$ cat src/rtl/sonar_mmio.sv
`timescale 1ns/1ps
`default_nettype none
// ---------------------------------------------------------------------------
// sonar_mmio : four-word MMIO window driving an HC-SR04 style ranging sensor
// Revision   : 1.0
// ---------------------------------------------------------------------------
module sonar_mmio #(
  parameter logic [11:0] BASE_ADDR      = 12'hF00,
  parameter int unsigned TRIG_CYCLES    = 1000,
  parameter int unsigned PRESCALE       = 100,
  parameter int unsigned TIMEOUT_CYCLES = 3000000,
  parameter int unsigned HOLDOFF_CYCLES = 6000000
) (
  input  logic        CLK,
  input  logic        CPU_RESETN,
  input  logic        wEn,
  input  logic [11:0] addr,
  input  logic [31:0] dataIn,
  output logic [31:0] dataOut,
  output logic        sel,
  output logic        trig,
  input  logic        echo,
  output logic        busy
);

  localparam logic [31:0] TRIG_LAST = 32'(TRIG_CYCLES - 1);
  localparam logic [31:0] PRE_LAST  = 32'(PRESCALE - 1);
  localparam logic [31:0] TIMEOUT   = 32'(TIMEOUT_CYCLES);
  localparam logic [31:0] HOLD_LAST = 32'(HOLDOFF_CYCLES - 1);
  localparam logic [31:0] TICK_MAX  = 32'hFFFF_FFFE;

  typedef enum logic [2:0] {
    S_IDLE      = 3'd0,
    S_TRIG      = 3'd1,
    S_WAIT_RISE = 3'd2,
    S_MEASURE   = 3'd3,
    S_HOLDOFF   = 3'd4
  } state_t;

  state_t      state_q, state_d, post_state;
  logic        echo_meta_q, echo_meta_d, echo_s_q, echo_s_d;
  logic [31:0] phase_q, phase_d;
  logic [31:0] to_q, to_d, to_next;
  logic [31:0] pre_q, pre_d;
  logic [31:0] tick_q, tick_d;
  logic [31:0] dist_q, dist_d;
  logic [31:0] count_q, count_d;
  logic        valid_q, valid_d;
  logic        timeout_q, timeout_d;
  logic [31:0] dout_q, dout_d;
  logic        start;
  logic        unused_bits;

  assign sel         = (addr[11:2] == BASE_ADDR[11:2]);
  assign start       = wEn && sel && (addr[1:0] == 2'd0) && dataIn[0];
  assign busy        = (state_q != S_IDLE);
  assign trig        = (state_q == S_TRIG);
  assign dataOut     = dout_q;
  assign to_next     = to_q + 32'd1;
  assign post_state  = (HOLDOFF_CYCLES == 0) ? S_IDLE : S_HOLDOFF;
  assign unused_bits = ^dataIn[31:1];

  always_comb begin
    state_d     = state_q;
    echo_meta_d = echo;
    echo_s_d    = echo_meta_q;
    phase_d     = phase_q;
    to_d        = to_q;
    pre_d       = pre_q;
    tick_d      = tick_q;
    dist_d      = dist_q;
    count_d     = count_q;
    valid_d     = valid_q;
    timeout_d   = timeout_q;

    case (state_q)
      S_IDLE: begin
        if (start) begin
          state_d   = S_TRIG;
          valid_d   = 1'b0;
          timeout_d = 1'b0;
          phase_d   = '0;
        end
      end
      S_TRIG: begin
        if (phase_q == TRIG_LAST) begin
          state_d = S_WAIT_RISE;
          to_d    = '0;
        end else begin
          phase_d = phase_q + 32'd1;
        end
      end
      S_WAIT_RISE: begin
        to_d = to_next;
        if (echo_s_q) begin
          state_d = S_MEASURE;
          tick_d  = '0;
          pre_d   = '0;
        end else if (to_next >= TIMEOUT) begin
          state_d   = post_state;
          phase_d   = '0;
          dist_d    = 32'hFFFF_FFFF;
          timeout_d = 1'b1;
          valid_d   = 1'b0;
          count_d   = count_q + 32'd1;
        end
      end
      S_MEASURE: begin
        to_d = to_next;
        if (!echo_s_q) begin
          state_d = post_state;
          phase_d = '0;
          dist_d  = tick_q;
          valid_d = 1'b1;
          count_d = count_q + 32'd1;
        end else if (to_next >= TIMEOUT) begin
          state_d   = post_state;
          phase_d   = '0;
          dist_d    = 32'hFFFF_FFFF;
          timeout_d = 1'b1;
          valid_d   = 1'b0;
          count_d   = count_q + 32'd1;
        end else if (pre_q == PRE_LAST) begin
          pre_d = '0;
          if (tick_q != TICK_MAX) tick_d = tick_q + 32'd1;
        end else begin
          pre_d = pre_q + 32'd1;
        end
      end
      S_HOLDOFF: begin
        // A start landing on the exit edge is dropped: start only acts in IDLE.
        if (phase_q == HOLD_LAST) state_d = S_IDLE;
        else                      phase_d = phase_q + 32'd1;
      end
      default: state_d = S_IDLE;
    endcase
  end

  // Reads see pre-update register values on the same edge.
  always_comb begin
    dout_d = '0;
    if (sel) begin
      case (addr[1:0])
        2'd1:    dout_d = {29'd0, timeout_q, valid_q, busy};
        2'd2:    dout_d = dist_q;
        2'd3:    dout_d = count_q;
        default: dout_d = '0;
      endcase
    end
  end

  always_ff @(posedge CLK or negedge CPU_RESETN) begin
    if (!CPU_RESETN) begin
      state_q     <= S_IDLE;
      echo_meta_q <= 1'b0;
      echo_s_q    <= 1'b0;
      phase_q     <= '0;
      to_q        <= '0;
      pre_q       <= '0;
      tick_q      <= '0;
      dist_q      <= '0;
      count_q     <= '0;
      valid_q     <= 1'b0;
      timeout_q   <= 1'b0;
      dout_q      <= '0;
    end else begin
      state_q     <= state_d;
      echo_meta_q <= echo_meta_d;
      echo_s_q    <= echo_s_d;
      phase_q     <= phase_d;
      to_q        <= to_d;
      pre_q       <= pre_d;
      tick_q      <= tick_d;
      dist_q      <= dist_d;
      count_q     <= count_d;
      valid_q     <= valid_d;
      timeout_q   <= timeout_d;
      dout_q      <= dout_d;
    end
  end

endmodule
`default_nettype wire
$ cat config.mk
export PLATFORM = sky130hd
export DESIGN_NAME = sonar_mmio
export DESIGN_NICKNAME = d
export VERILOG_FILES = /design/src/rtl/sonar_mmio.sv
export SDC_FILE = /design/constraint.sdc
export NUM_CORES = 1
export LEC_CHECK = 0
export CORE_MARGIN = 1
export CORE_UTILIZATION = 28
export CTS_CLUSTER_SIZE = 8
export DETAILED_ROUTE_END_ITERATION = 8
export PLACE_DENSITY = 0.5
export SLEW_MARGIN = 40
export SYNTH_ARGS = -nofsm -noshare
export SYNTH_HDL_FRONTEND = slang
export SYNTH_SLANG_ARGS = --single-unit
$ cat constraint.sdc
create_clock -name CLK -period 8.3 [get_ports CLK]
set_clock_uncertainty 0.1 [all_clocks]
set_input_delay 1.66 -clock CLK [delete_from_list [all_inputs] [get_ports CLK]]
set_output_delay 1.66 -clock CLK [all_outputs]
set_load 0.02 [all_outputs]
==> results.md, run 1 <==
* Avg Inst Size Synth at 9.373 um2
* Core area at 41850 um2
* Crit share post-route at 0.6289
* #FFs+latches synth at 231
* Initial drt markers at 773
* GRT Overall Usage at 0.1423
* Post-synth EDFFs at 0
* Hold path cells at 0
* Initial antenna violation count at 0
* RePlAce Congestion at about 0.80
* Root buffer cell: clkbuf_16
* CP Capture Type: output pin
* Max-slew headroom at 0.4596
* Largest area contributor in the netlist: dfrtp_1
* CTS sink count at ~230
* Critical Path AT at 3460 ps
* CP bufs+invs at 3
* Net switching fraction of the power at 0.2226
* Input/output buffers at between 50 and 60
* Vias in the first global route at 9475
* Post-CTS resize count at 0
* Peak VDD IR at 0.1167 mV
* Yosys top cell area share at 0.4871
* TritonCTS clock tree: built
* Final period demand of the worst path at 5220 ps
* YS warnings at 0
* Critical Path Start Type: primary input
* Fillcell total at 4304
* First-pass GRT wire length at 50830 um
* Avg Vias per Cell at between 5 and 6
* Post-CTS setup buffers at 0
* Rows at 75
* Critical path's slowest cell: clkdlybuf4s50_1
* Nets@finish at between 1000 and 1500
* Status: finished, final reports clean
* Comb power frac at 0.019
* Layout cells sized above 1 at 0.06718
* Power density cells at 174.2 nW/um2
* Sequential Power Share at 0.469
* H-tree depth at 2
* Die Y-Extent at about 210 um
* Seq/Total Area, Yosys at 0.4871
* Hold Path Class: reg -> reg
* Routed WL per cell at around 17 um
* Crit-path max cell delay at roughly 660 ps
* Largest net degree at the start of global routing at 93
* Synth-to-layout area growth at 16.62%
* Worst Tran Pin Value at 810.6 ps
* Internal power at 1.874 mW
* Final setup viols at 0
* Delay-heaviest family, CP: buffers and inverters
* Syn nets at 1320
* CTS Hold Bufs at 0
* Via count at roughly 9700
* Pwr Total at 2.411 mW
* Cell count of the worst reg-to-reg path at 11
* Die ar. at 43210 um2
* Worst Setup Path Type: in -> out
* DR DRC count at 0
* Final number of max-transition violations at 0
* Fin. Hold Viols at 0
* Initial core utilization at 0.2835
* Synth Flop Type: dfrtp_1
* Unrepaired setup endpoints after global routing: no
* Clock Latency Late Sink at 520 ps
* Post-DRT Antenna Nets at 0
* Detailed Route WL at slightly above 30000 um
* TNS Setup at 0 ps
* Post-Syn Area at ~12000 um2
* Maxcap violations at 0
* Clock Power Share at 0.512
* Worst-path fanout max at 4
* Number of buffers created by CTS at 34
* Switching power at between 0.5 and 0.6 mW
* Worst-path cell chain: clkdlybuf4s50_1 -> nor4_1 -> nand4_1 -> inv_1 -> clkdlybuf4s50_1
* Leakage at 5.779 nW
* Clk slew on worst S/H paths at ~50 ps
* HPWL Detailed at between 15000 and 20000 um
* Worst path required time at 6540 ps
* Distinct cells, synth at 74
* Dominant cell by count in the synthesized netlist: dfrtp_1
* Highest Clock Rate at 191.6 MHz
* Die Width at 207.9 um
* Max Root-Sink Buffers at 3
* DR pass1 iterations at 5
* Critical path depth in cells at 5
* Asr flop ratio synth at 1.000
* Mapped Cells at 1266
* Crit path top cell by count: clkdlybuf4s50_1
* Area contributors post-synth: dfrtp_1, o21ai_0, nor2_1
* Antenna cells at 0
* IO Count at 83
* Most frequent cells after synthesis: dfrtp_1, nor2_1, o21ai_0
* Grt ovf at 0
cells in the final DEF, fill, tap and decap left out, types with 3 or more instances in the layout:
cell type / synthesis / layout
mux2i_1: 31 / 31
nand3b_1: 4 / 4
nor2_1: 125 / 124
a211oi_1: 5 / 4
o22a_1: 32 / 32
o22ai_1: 7 / 7
o41ai_1: 12 / 12
o31ai_1: 35 / 34
xor2_1: 27 / 27
or3_1: 18 / 18
inv_1: 22 / 22
a21oi_1: 38 / 38
nand2_1: 111 / 110
dfrtp_1: 231 / 231
nor3_1: 20 / 20
clkbuf_16: 0 / 34
and4_1: 13 / 13
buf_4: 1 / 13
and3_1: 31 / 31
and2_1: 11 / 11
o211ai_1: 5 / 5
a22o_1: 6 / 6
a21o_1: 3 / 3
a31oi_1: 25 / 25
or2_2: 3 / 3
nand3_1: 55 / 55
or4_4: 3 / 3
and2_0: 3 / 3
nor3b_1: 3 / 3
nand2b_1: 7 / 7
nand4_1: 59 / 59
or4_1: 5 / 5
nor4_1: 24 / 24
xnor2_1: 27 / 27
nor2b_1: 7 / 6
o21ai_0: 124 / 123
clkdlybuf4s50_1: 0 / 49
ha_1: 6 / 6
o21ai_1: 11 / 11
flip-flops by register name (all words and copies together), names as in the netlist:
register and count:
dataOut 32, tick_q 32, phase_q 32, dist_q 32, to_q 32, state_q 3, echo_s_q 1, valid_q 1
timeout_q 1, echo_meta_q 1, count_q 32, pre_q 32
per-stage QoR:
| stage | utilization | instance area [um2] | setup slack [ps] | hold slack [ps] | cells |
|---|---|---|---|---|---|
| floorplan | - | 11870 | 4253 | 231.2 | 1266 |
| global placement | 0.3080 | 12890 | 3124 | 303.2 | 1795 |
| detailed placement | 0.3087 | 12920 | 3084 | 286.6 | 1796 |
| CTS | 0.3306 | 13840 | 3076 | 290.8 | 1834 |
| global route | 0.3306 | 13840 | 2969 | 306.7 | 1834 |
| finish | 0.3306 | 13840 | 3080 | 278.8 | 1834 |
logic make-up (layout without fill, tap and decap cells):
kind of cell / Yosys count / in the layout / synth area share
adder cells (fa/ha/maj): 9 / 9 / 0.008962
multiplexers: 34 / 34 / 0.02900
buffers and inverters: 98 / 127 / 0.03321
XOR/XNOR: 54 / 54 / 0.03986
AO/OA/AOI/OAI: 323 / 323 / 0.1743
AND/OR/NAND/NOR: 517 / 517 / 0.2275
flip-flops: 231 / 231 / 0.4871
worst paths after layout:
check / from / end / slack [ps]
max: addr[3] / sel / 3080
min reg2reg: echo_meta_q / echo_s_q / 280
min: echo_meta_q / echo_s_q / 280
max reg2reg: to_q[3] / pre_q[22] / 3710
max in group asynchronous: CPU_RESETN / phase_q[3] / 5820
min in group asynchronous: CPU_RESETN / dataOut[8] / 960
final cells by class:
| cell class | instances | area, um2 | share of cell area |
|---|---|---|---|
| timing repair buffer | 66 | 655.6 | 0.04738 |
| sequential | 231 | 5781 | 0.4177 |
| multi-input combinational | 937 | 5724 | 0.4137 |
| clock buffer | 35 | 854.6 | 0.06175 |
| clock inverter | 3 | 62.56 | 0.004521 |
| tap | 539 | 674.4 | 0.04873 |
| inverter | 23 | 86.33 | 0.006239 |
power by group through the flow:
stage | sequential, mW | combinational, mW | clock, mW
after global routing | 1.13 | 0.0525 | 1.32
after floorplan | 1.15 | 0.00999 | 0
after detailed placement | 1.15 | 0.0488 | 0
after global placement | 1.15 | 0.0468 | 0
final | 1.13 | 0.0464 | 1.23
after CTS | 1.13 | 0.0490 | 1.28
per-layer routing:
layer  global-route usage  wire length [um]  vias up
met5                    0                 0        -
met4              0.05109               868        0
met3              0.01982              1185       55
met2               0.2188             13550      208
met1               0.2033             14800     4730
li1                     -                 -     4699
No activity file was read; power rests on OpenSTA's default activity.
==> run 2, diff against run 1 <==
clock period = 5.39 ns   (was 8.3 ns; I/O delays follow)
==> run 2 against run 1 <==
Core utilization is essentially flat. Critical path depth grew 5. Critical endpoint is now count_q[1]. Worst setup slack lost 2000 ps.
==> results.md, run 2 (synthesis gave the netlist of run 1 again) <==
* Status: finished, final reports clean
* DR pass1 iterations at 5
* Peak VDD IR at 0.1480 mV
* CTS sink count at 231
* DR DRC count at 0
* GRT Overall Usage at 0.1433
* Highest Clock Rate at 230.9 MHz
* Avg Vias per Cell at 5.262
* Worst Setup Path Type: reg -> reg
* Most common cell after layout, fill and taps aside: dfrtp_1
* Routed WL per cell at 16.72 um
* Power density cells at approximately 270 nW/um2
* CP bufs+invs at 1
* Synth-to-layout area growth at 16.69%
* Area post-placement at 12940 um2
* Grt ovf at 0
* Clock Latency Late Sink at 500 ps
* Final number of max-transition violations at 0
* Worst-path fanout max at 43
* Critical path's slowest cell: or4_4
* Die Width at 207.9 um
* Die ar. at 43210 um2
* Nets@finish at 1350
* Initial drt markers at 742
* Post-CTS resize count at 0
* Post-DRT Antenna Nets at 0
* Worst Tran Pin Value at 818.9 ps
* TritonCTS clock tree: built
* Final setup viols at 0
* Final instance area at about 14000 um2
* CTS Hold Bufs at 0
* Post-CTS setup buffers at 0
* Worst-path cell chain: nand4_1 -> or4_4 -> nor3_4 -> mux2_1 -> a2bb2oi_2 -> or4_4 -> a211oi_1 -> a211oi_4 -> buf_4 -> mux2_1
* Input/output buffers at 51
* Leakage at 5.777 nW
* Root buffer cell: clkbuf_16
* Unrepaired setup endpoints after global routing: no
* Core area at 41850 um2
* Die Y-Extent at 207.9 um
* Initial core utilization at 0.2835
* TNS Setup at 0 ps
* Hold Path Class: reg -> reg
* Critical Path Start Type: register
* Clk slew on worst S/H paths at 50 ps
* Min Hold Slack at between 200 and 300 ps
* Final period demand of the worst path at 4331 ps
* Worst path required time at between 5000 and 6000 ps
* Maxcap violations at 0
* Largest net degree at the start of global routing at 84
* Rows at 75
* Max Root-Sink Buffers at 3
* Delay-heaviest family, CP: simple AND/OR/NAND/NOR gates
* Via count at 9666
* Fin. Hold Viols at 0
* Most frequent cells in the layout: dfrtp_1, nor2_1, o21ai_0
* Critical Path AT at ~4600 ps
* Vias in the first global route at 9307
* First-pass GRT wire length at 50580 um
* HPWL Detailed at 19820 um
* Crit share post-route at 0.8035
* H-tree depth at 2
* Layout cells sized above 1 at 0.06862
* CP Capture Type: register
* Initial antenna violation count at 1
* Detailed Route WL at between 30000 and 40000 um
* RePlAce Congestion at between 0.7 and 0.8
* IO Count at 83
* Max-slew headroom at 0.4541
* Crit-path max cell delay at 660 ps
* Final worst setup slack at between 1000 and 1500 ps
* Number of buffers created by CTS at 34
* Place WS at 881.0 ps
-- run 2: cell count changes in the layout (fill, tap and decap cells not counted) --
cell / before / now
clkinv_16: 1 / 0
o211ai_4: 0 / 1
clkinv_8: 2 / 0
diode_2: 0 / 1
inv_6: 0 / 1
clkbuf_16: 34 / 35
buf_6: 0 / 1
o211ai_2: 1 / 0
buf_4: 13 / 15
-- run 2: worst reg2reg max path, cell delays in order, from the launching register on --
cell	delay [ps]
dfrtp_1	560
nand4_1	280
or4_4	670
nor3_4	360
mux2_1	370
a2bb2oi_2	160
or4_4	540
a211oi_1	340
a211oi_4	100
buf_4	310
mux2_1	420
-- run 2: through the flow --
step                power (mW)  cells  utilization
finish                   3.687   1837       0.3309
CTS                      3.752   1835       0.3305
global route             3.826   1837       0.3309
global placement         1.841   1797       0.3084
detailed placement       1.844   1798       0.3093
floorplan                1.783   1266            -
-- run 2: path summary, 6_finish.rpt --
kind / start / endpoint / slack [ps] / cells past startpoint
worst min-delay path: echo_meta_q / echo_s_q / 300 / 0
worst max-delay path: to_q[8] / count_q[1] / 1060 / 10
min in group asynchronous: CPU_RESETN / dataOut[17] / 370 / 1
max in group asynchronous: CPU_RESETN / dataOut[0] / 3980 / 2
worst min register to register: echo_meta_q / echo_s_q / 300 / 0
worst max register to register: to_q[8] / count_q[1] / 1060 / 10
-- run 2: power breakdown --
group | switching [mW] | internal, mW
clock | 0.736 | 1.14
combinational | 0.0509 | 0.0210
sequential | 0.00168 | 1.74
-- run 2: routing by layer --
metal,share of wire,GRT usage
met4,0.026,0.05236
met5,0,0
met2,0.44,0.2165
met3,0.033,0.02148
met1,0.50,0.2065
-- run 2: cell type report --
| cell class | instances | area, um2 |
|---|---|---|
| diodes | 1 | 2.502 |
| clock buffers | 36 | 879.6 |
| clock inverters | 1 | 8.758 |
| fillers | 4288 | 28010 |
| inverters | 23 | 86.33 |
| multi-input cells | 937 | 5733 |
| flip-flops and latches | 231 | 5781 |
| well taps | 539 | 674.4 |
| repair buffers | 69 | 681.9 |
